==> src/rtl/param_shift_seq_pkg.sv <==
// Shared definitions for the sequential shift register: operation codes,
// FSM state encoding and a mode classifier.
package shift_pkg;

    typedef logic [2:0] mode_t;

    localparam mode_t MODE_HOLD = 3'd0;
    localparam mode_t MODE_LOAD = 3'd1;
    localparam mode_t MODE_SHL  = 3'd2;
    localparam mode_t MODE_SHR  = 3'd3;
    localparam mode_t MODE_ROL  = 3'd4;
    localparam mode_t MODE_ROR  = 3'd5;
    localparam mode_t MODE_ASR  = 3'd6;
    localparam mode_t MODE_CLR  = 3'd7;

    typedef enum logic {
        ST_IDLE = 1'b0,
        ST_RUN  = 1'b1
    } state_t;

    // Shift/rotate modes take `amount` steps; the others complete in one edge.
    function automatic logic is_step_mode(input mode_t m);
        return (m >= MODE_SHL) && (m <= MODE_ASR);
    endfunction

endpackage

==> src/rtl/param_shift_seq_if.sv <==
// Controller-to-shifter bus: operation request, serial fills and result/status.
interface param_shift_seq_if
    import shift_pkg::*;
#(
    parameter int WIDTH = 8,
    parameter int AMT_W = $clog2(WIDTH) + 1
);
    logic             start;
    mode_t            mode;
    logic [AMT_W-1:0] amount;
    logic [WIDTH-1:0] in_data;
    logic             ser_lsb;
    logic             ser_msb;
    logic [WIDTH-1:0] y;
    logic             so_msb;
    logic             so_lsb;
    logic             busy;
    logic             done;

    modport master (
        output start, mode, amount, in_data, ser_lsb, ser_msb,
        input  y, so_msb, so_lsb, busy, done
    );

    modport slave (
        input  start, mode, amount, in_data, ser_lsb, ser_msb,
        output y, so_msb, so_lsb, busy, done
    );
endinterface

==> src/rtl/shift_step_unit.sv <==
// Combinational single-bit step for the shift/rotate modes; any other mode
// passes the current value through unchanged.
module shift_step_unit
    import shift_pkg::*;
#(
    parameter int WIDTH = 8
) (
    input  logic [WIDTH-1:0] cur,
    input  mode_t            mode,
    input  logic             ser_lsb,
    input  logic             ser_msb,
    output logic [WIDTH-1:0] next
);
    always_comb begin
        // NOTE: default assigned first so every path drives `next` and no latch is inferred.
        next = cur;
        case (mode)
            MODE_SHL: next = {cur[WIDTH-2:0], ser_lsb};
            MODE_SHR: next = {ser_msb, cur[WIDTH-1:1]};
            MODE_ROL: next = {cur[WIDTH-2:0], cur[WIDTH-1]};
            MODE_ROR: next = {cur[0], cur[WIDTH-1:1]};
            MODE_ASR: next = {cur[WIDTH-1], cur[WIDTH-1:1]};
            default:  next = cur;
        endcase
    end
endmodule

==> src/rtl/param_shift_seq.sv <==
// WIDTH-bit universal shift register executing multi-bit shifts one bit per
// clock under a start/busy/done handshake.
module param_shift_seq
    import shift_pkg::*;
#(
    parameter int WIDTH = 8,
    parameter int AMT_W = $clog2(WIDTH) + 1
) (
    input logic              clk,
    input logic              rst,
    param_shift_seq_if.slave bus
);
    state_t           state_q, state_d;
    logic [WIDTH-1:0] y_q, y_d;
    logic [AMT_W-1:0] cnt_q, cnt_d;
    mode_t            mode_q, mode_d;
    logic             done_q, done_d;
    logic [WIDTH-1:0] step_next;

    // Step unit sees the latched mode only; live ser inputs give per-step fill.
    shift_step_unit #(.WIDTH(WIDTH)) u_step (
        .cur     (y_q),
        .mode    (mode_q),
        .ser_lsb (bus.ser_lsb),
        .ser_msb (bus.ser_msb),
        .next    (step_next)
    );

    always_comb begin
        state_d = state_q;
        y_d     = y_q;
        cnt_d   = cnt_q;
        mode_d  = mode_q;
        done_d  = 1'b0;
        case (state_q)
            ST_IDLE: begin
                if (bus.start) begin
                    case (bus.mode)
                        MODE_LOAD: begin y_d = bus.in_data; done_d = 1'b1; end
                        MODE_CLR:  begin y_d = '0;          done_d = 1'b1; end
                        MODE_HOLD: done_d = 1'b1;
                        default: begin
                            if (bus.amount == '0) begin
                                done_d = 1'b1;
                            end else begin
                                mode_d  = bus.mode;
                                cnt_d   = bus.amount;
                                state_d = ST_RUN;
                            end
                        end
                    endcase
                end
            end
            ST_RUN: begin
                y_d   = step_next;
                cnt_d = cnt_q - AMT_W'(1);
                if (cnt_q == AMT_W'(1)) begin
                    state_d = ST_IDLE;
                    done_d  = 1'b1;
                end
            end
            default: state_d = ST_IDLE;
        endcase
    end

    // NOTE: sequential state uses non-blocking assignments only; reset wins over any in-flight step.
    always_ff @(posedge clk) begin
        if (rst) begin
            state_q <= ST_IDLE;
            y_q     <= '0;
            cnt_q   <= '0;
            mode_q  <= MODE_HOLD;
            done_q  <= 1'b0;
        end else begin
            state_q <= state_d;
            y_q     <= y_d;
            cnt_q   <= cnt_d;
            mode_q  <= mode_d;
            done_q  <= done_d;
        end
    end

    assign bus.y      = y_q;
    assign bus.so_msb = y_q[WIDTH-1];
    assign bus.so_lsb = y_q[0];
    assign bus.busy   = (state_q == ST_RUN);
    assign bus.done   = done_q;

    // Only the state is relied on for the mode check; keep the classifier in use for readers.
    logic unused_mode_class;
    assign unused_mode_class = is_step_mode(mode_q);
endmodule

==> src/flat_wrapper.sv <==
// flat-port wrapper written by rule: the top's interface ports become plain ports
module param_shift_seq_flat import shift_pkg::*;
#(
    parameter int WIDTH = 8,
    parameter int AMT_W = $clog2(WIDTH) + 1
)
  (clk, rst, bus_start, bus_mode, bus_amount, bus_in_data, bus_ser_lsb, bus_ser_msb, bus_y, bus_so_msb, bus_so_lsb, bus_busy, bus_done);
  param_shift_seq_if #(.WIDTH(WIDTH), .AMT_W(AMT_W)) bus_i ();
  input logic clk;
  input logic rst;
  input wire logic [$bits(bus_i.start)-1:0] bus_start;
  input wire logic [$bits(bus_i.mode)-1:0] bus_mode;
  input wire logic [$bits(bus_i.amount)-1:0] bus_amount;
  input wire logic [$bits(bus_i.in_data)-1:0] bus_in_data;
  input wire logic [$bits(bus_i.ser_lsb)-1:0] bus_ser_lsb;
  input wire logic [$bits(bus_i.ser_msb)-1:0] bus_ser_msb;
  output wire logic [$bits(bus_i.y)-1:0] bus_y;
  output wire logic [$bits(bus_i.so_msb)-1:0] bus_so_msb;
  output wire logic [$bits(bus_i.so_lsb)-1:0] bus_so_lsb;
  output wire logic [$bits(bus_i.busy)-1:0] bus_busy;
  output wire logic [$bits(bus_i.done)-1:0] bus_done;
  assign bus_i.start = bus_start;
  assign bus_i.mode = bus_mode;
  assign bus_i.amount = bus_amount;
  assign bus_i.in_data = bus_in_data;
  assign bus_i.ser_lsb = bus_ser_lsb;
  assign bus_i.ser_msb = bus_ser_msb;
  assign bus_y = bus_i.y;
  assign bus_so_msb = bus_i.so_msb;
  assign bus_so_lsb = bus_i.so_lsb;
  assign bus_busy = bus_i.busy;
  assign bus_done = bus_i.done;
  param_shift_seq #(.WIDTH(WIDTH), .AMT_W(AMT_W)) u_core (.clk(clk), .rst(rst), .bus(bus_i));
endmodule
==> config.mk <==
export PLATFORM = sky130hd
export DESIGN_NAME = param_shift_seq_flat
export DESIGN_NICKNAME = d
export VERILOG_FILES = /design/src/rtl/param_shift_seq_pkg.sv /design/src/rtl/param_shift_seq_if.sv /design/src/rtl/shift_step_unit.sv /design/src/rtl/param_shift_seq.sv /design/src/flat_wrapper.sv
export SDC_FILE = /design/constraint.sdc
export NUM_CORES = 1
export LEC_CHECK = 0
export ABC_AREA = 1
export CORE_UTILIZATION = 44
export DETAILED_ROUTE_END_ITERATION = 10
export PLACE_DENSITY = 0.76
export SYNTH_ARGS = -nofsm -noshare
export SYNTH_HDL_FRONTEND = slang
export SYNTH_SLANG_ARGS = --single-unit
export TNS_END_PERCENT = 20
==> constraint.sdc <==
create_clock -name clk -period 1.2 [get_ports clk]
set_input_delay 0.18 -clock clk [delete_from_list [all_inputs] [get_ports clk]]
set_output_delay 0.18 -clock clk [all_outputs]
set_load 0.03 [all_outputs]
==> results_dict.tcl, run 1 <==
set metrics [dict create \
    post-dp-hpwl_mm 2.50 \
    ff2ff_path_depth 7 \
    end_kind "register" \
    hp-start "bus_mode[0]" \
    placed_area_mm2 0.00171 \
    rsz0062_at_grt "true" \
    violations "negative setup slack" \
    final_core_util 0.739 \
    cp.required_ns 1.39 \
    cp-start-kind "register" \
    final_nets 282 \
    fmax_mhz 814 \
    first_pass_iters 5 \
    grt_use_total 0.228 \
    leakagePower_nw 0.946 \
    final_common_cell "nand2_1" \
    status "finished with violations" \
    wirelength_mm 3.57 \
    syn_nets 227 \
    max-clock-path-buffers 2 \
    die_h_um 55.0 \
    finalSetupViolCount 2 \
    dp_cells 281 \
    overflow 0 \
    die-area_mm2 0.00303 \
    vias 1474 \
    first_global_vias 1226 \
    ctsHoldBuffers 0 \
    fillCellCount 230 \
    power_density_mw_per_mm2 945 \
    synth-seq-cells 17 \
    regToRegEndpoint "u_core.bus.y[0]" \
    setup_slack_ns -0.0287 \
    final_cell_mix "nand2_1, buf_4, inv_1, clkdlybuf4s50_1" \
    arrival_ns 1.42 \
    drt_iter0_markers 20 \
    max_stage_delay_ns 0.42 \
    syn_area_mm2 0.00124 \
    path_buf_inv 1 \
    cp_max_fo 6 \
    syn_avg_cell_area_um2 6.03 \
    fp.dieW_um 55.0 \
    portBuffers 31 \
    hold_path_end "u_core.mode_q[0]" \
    grt_max_degree 12 \
    viasPerCell 5.10 \
    cts_htree_levels 1 \
    critPathLaunch "u_core.mode_q[1]" \
    io_pins 32 \
    root_buffer "clkbuf_4" \
    place_congestion 0.857 \
    yosysSeqAreaShare 0.275 \
    p_total_mw 1.79 \
    dp_slack_ns -0.368 \
    ir_worst_vdd_v 0.000680 \
    final_cell_count_no_fill 289 \
    rrSetupSlack_ns -0.03 \
    maxCapViolations 0 \
    clk_pin_slew_ns 0.10 \
    design_area_mm2 0.00190 \
    final_max_slew_viol_count 0 \
    fin_skew_ns 0.00308 \
    wl_per_cell_um 12.3 \
    ys_types 23 \
    layout-drive-gt1-share 0.297 \
    whs_path_depth 5 \
    cts.sinks 17 \
    coreArea_mm2 0.00257 \
    path_cells "inv_2, nand2_2, nand3_4, o21ai_2, nand2_1, nand2_1, a21oi_2" \
    antenna_found_initial 0 \
    tritoncts "built" \
    fin_crit_sh 1.02 \
    clk_latency_ns 0.29 \
    synth_warnings 0 \
    min_period_ns 1.23 \
    worst_pin_slew_ns 0.292 \
    cpMaxStageDelayCell "dfxtp_4" \
    cpMostUsedCell "nand2_1" \
    hold_path_class "in -> reg" \
    relSlewSlack 0.806 \
    grt_first_pass_wirelength_mm 4.99 \
    r2r_start "u_core.mode_q[1]" \
    ant_nets 0 \
    area_growth_pct 53.5 \
    rows 18 \
    finalHoldViolations 0 \
    synthCells 205 \
    crit_type "reg -> reg" \
    crit_family "flip-flops" \
    diodes 0 \
    start_util 0.481 \
    cts_buffers 3 \
    route.detailed.drc 0 \
]
cell type report:
class / count / area (um2) / area share
Sequential cell: 17 / 358 / 0.189
Tap cell: 30 / 37.5 / 0.0198
Timing Repair Buffer: 57 / 534 / 0.281
Multi-Input combinational cell: 155 / 835 / 0.440
Clock buffer: 4 / 26.3 / 0.0138
Inverter: 26 / 108 / 0.0567
power breakdown:
part	internal [mW]	leakage, nW	switching, mW
Clock	0.129	0.0150	0.184
Sequential	0.624	0.143	0.0759
Combinational	0.348	0.788	0.432
Total	1.10	0.946	0.692
sequential cells by signal (all words and copies together), names as in the netlist:
name	flops
u_core.bus.y	8
u_core.cnt_q	4
u_core.mode_q	3
u_core.bus.busy	1
u_core.bus.done	1
how the worst max path moves through the flow:
stage,endpoint,slack (ns),cells past startpoint
after floorplan,u_core.cnt_q[2],-0.02,7
after global placement,u_core.mode_q[1],-0.32,8
after detailed placement,u_core.mode_q[1],-0.37,8
after CTS,u_core.bus.y[5],-0.04,6
after global routing,u_core.bus.y[5],-0.08,7
final,u_core.bus.y[0],-0.03,7
cell families (layout without fill, tap and decap cells):
group | Yosys count | in the layout | share of synthesized area
AO/OA/AOI/OAI | 20 | 21 | 0.0901
adder cells (fa/ha/maj) | 2 | 2 | 0.0202
buffers and inverters | 34 | 87 | 0.118
flip-flops | 17 | 17 | 0.275
AND/OR/NAND/NOR | 132 | 132 | 0.496
synth_stat cells (all sizes together):
| master | number | area (um2) |
|---|---|---|
| buf | 6 | 38.8 |
| nand3 | 21 | 148 |
| o21ai | 6 | 41.3 |
| inv | 25 | 96.4 |
| nor3 | 1 | 10.0 |
| dfxtp | 17 | 340 |
| clkinv | 1 | 3.75 |
| clkbuf | 2 | 7.51 |
| nand2 | 81 | 312 |
| nor2 | 15 | 56.3 |
| a21oi | 14 | 70.1 |
| nand4 | 13 | 81.3 |
| ha | 2 | 25.0 |
| or2 | 1 | 6.26 |
layer usage:
metal  track usage  up-vias  routed length [um]
met5             0        -                   0
met4        0.0625        0                  24
met3        0.0246        4                  99
met2         0.432       26                1860
met1         0.267      673                1580
li1              -      771                   -
worst register-to-register path, stage by stage (launching register included):
cell and delay (ns):
dfxtp_4 0.42, inv_2 0.07, nand2_2 0.07, nand3_4 0.10, o21ai_2 0.26, nand2_1 0.10, nand2_1 0.09, a21oi_2 0.03
through the flow:
step                hold slack [ns]  TNS [ns]
finish                        0.258   -0.0288
global route                  0.292    -0.590
CTS                           0.456    -0.133
detailed placement            0.454     -4.81
global placement              0.451     -4.18
floorplan                     0.249    -0.110
repair_timing:
action / in CTS / in global routing
buffers inserted: 0 / 3
endpoints found under the setup margin: 13 / 17
pin swaps: 1 / 8
cloned: 0 / 1
gates resized for setup: 15 / 33
No activity file was read; power rests on OpenSTA's default activity.
==> inputs of run 2 (changes only) <==
--- a/config.mk
+++ b/config.mk
@@ -8,8 +8,9 @@
 export ABC_AREA = 1
 export CORE_UTILIZATION = 44
 export DETAILED_ROUTE_END_ITERATION = 10
-export PLACE_DENSITY = 0.76
+export PLACE_DENSITY = 0.75
 export SYNTH_ARGS = -nofsm -noshare
 export SYNTH_HDL_FRONTEND = slang
+export SYNTH_HIERARCHICAL = 1
 export SYNTH_SLANG_ARGS = --single-unit
 export TNS_END_PERCENT = 20
==> results_dict.tcl, run 2 <==
set metrics [dict create \
    placed_area_mm2 0.00178 \
    ir_worst_vdd_v 0.000703 \
    first_pass_iters 8 \
    rsz0062_at_grt "true" \
    grt_first_pass_wirelength_mm 5.71 \
    ant_nets 0 \
    synth.most_common_cell "nand2_1" \
    synth_common_cells "nand2_1, nand3_1, dfxtp_1" \
    finalSetupViolCount 8 \
    synth-edff-count 0 \
    route.detailed.drc 4 \
    grt_max_degree 18 \
    area_growth_pct 41.2 \
    relSlewSlack 0.803 \
    dp_slack_ns -0.318 \
    final_core_util 0.668 \
    max-clock-path-buffers 2 \
    fmax_mhz 747 \
    coreArea_mm2 0.00281 \
    fin_skew_ns 0.00385 \
    hold_path_class "in -> reg" \
    vias 1483 \
    drt_iter0_markers 72 \
    wirelength_mm 3.36 \
    final_nets 284 \
    synth-seq-cells 17 \
    syn_avg_cell_area_um2 6.23 \
    dp_cells 288 \
    arrival_ns 1.58 \
    tns_ns -0.912 \
    place_congestion 0.861 \
    clk_pin_slew_ns 0.10 \
    synth_area_leaders "dfxtp_1, nand2_1, nand3_1, inv_1, nor2_1" \
    root_buffer "clkbuf_4" \
    async_flop_share 0 \
    critPathLaunch "u_core/mode_q[1]" \
    fillCellCount 278 \
    leakagePower_nw 0.905 \
    cp_max_fo 5 \
    postCtsSetupBuffers 0 \
    fin_crit_sh 1.12 \
    start_util 0.473 \
    hold_slack_ns 0.231 \
    yosysSeqAreaShare 0.257 \
    diodes 0 \
    cpMostUsedCell "nand2_1" \
    wl_per_cell_um 11.5 \
    final_cell_mix "nand2_1, buf_4, nand3_1, clkdlybuf4s50_1" \
    synthCells 213 \
    die-area_mm2 0.00324 \
    cts_htree_levels 1 \
    cts.sinks 17 \
    path_cells "buf_4, nand2_1, nor2_2, nand2_1, nand2_1, nor2_1, nand3_1, nand2_1, nand2_1, nand2_1, a21oi_2" \
    cpMaxStageDelayCell "dfxtp_4" \
    rows 19 \
    final_cell_count_no_fill 292 \
    syn_nets 235 \
    antenna_found_initial 0 \
    synth-main-ff-cell "dfxtp_1" \
    violations "design-rule violations, negative setup slack" \
    final_max_slew_viol_count 0 \
    portBuffers 31 \
    crit_type "reg -> reg" \
    grt_use_total 0.224 \
    io_pins 32 \
    design_area_mm2 0.00187 \
    cp-start-kind "register" \
    max_stage_delay_ns 0.43 \
    final_common_cell "nand2_1" \
    syn_area_mm2 0.00133 \
    status "finished with violations" \
    setup_slack_ns -0.139 \
    clk_latency_ns 0.30 \
    fp.dieW_um 56.9 \
    cts_buffers 3 \
    tritoncts "built" \
    finalHoldViolations 0 \
    first_global_vias 1336 \
    synth_warnings 6 \
    cp.required_ns 1.44 \
    p_total_mw 1.66 \
    worst_pin_slew_ns 0.297 \
    end_kind "register" \
    min_period_ns 1.34 \
    ys_types 25 \
    die_h_um 56.9 \
    post-dp-hpwl_mm 2.48 \
    largest_register_ffs 8 \
    synth_top_area_frac 0.257 \
    yosysTopAreaCell "dfxtp_1" \
    viasPerCell 5.08 \
    hp-start "bus_mode[2]" \
    r2r_start "u_core/mode_q[1]" \
    layout-drive-gt1-share 0.257 \
    maxCapViolations 0 \
    overflow 0 \
    power_density_mw_per_mm2 885 \
]
-- run 2: cell count changes after synthesis, moves of 3 or more --
| cell | change |
|---|---|
| nand3_1 | +9 |
| nand4_1 | -7 |
| inv_1 | -6 |
| clkinv_1 | +5 |
| nand2_1 | +4 |
| a21oi_1 | -3 |
-- run 2: power by group --
group          internal, mW  switching [mW]
clock                 0.130           0.192
combinational         0.297           0.357
sequential            0.613          0.0701
-- run 2: worst max-delay path: cells and delay by family, from the launching register on --
kind	cells	cell delay [ns]
DFF	1	0.43
and+or+nand+nor	9	0.60
AOI/OAI and AO/OA	1	0.11
buffers and inverters	1	0.13
-- run 2: path summary, 6_finish.rpt --
kind         slack [ns]                to  cells past startpoint
min                0.23  u_core/mode_q[2]                      3
max reg2reg       -0.14   u_core/bus.y[7]                     11
max               -0.14   u_core/bus.y[7]                     11
min reg2reg        0.49   u_core/cnt_q[0]                      2
-- run 2: timing repair --
item	in CTS	in global routing
hold buffers	0	0
setup endpoints to repair	11	20
gates cloned	0	0
pin swaps	2	5
resized for setup	4	16
-- run 2: final cells by class --
type	count	area, um2	share of cell area
inverters	24	97.6	0.0521
multi-input cells	164	895	0.478
repair buffers	52	458	0.244
well taps	31	38.8	0.0207
flip-flops and latches	17	358	0.191
clock buffers	4	26.3	0.0140
-- run 2: per-layer routing --
layer | track usage | wire length [um]
met5 | 0 | 0
met4 | 0.0906 | 24
met3 | 0.0645 | 168
met2 | 0.368 | 1620
met1 | 0.274 | 1540
-- run 2: cells by family (layout without fill, tap and decap cells) --
kind of cell,after synthesis,in the layout,share of synthesized area
and+or+nand+nor,144,144,0.542
buffers and inverters,32,80,0.107
DFF,17,17,0.257
AOI/OAI and AO/OA,16,16,0.0632
adders and majority gates,2,2,0.0189
xor gates and xnor gates,2,2,0.0132
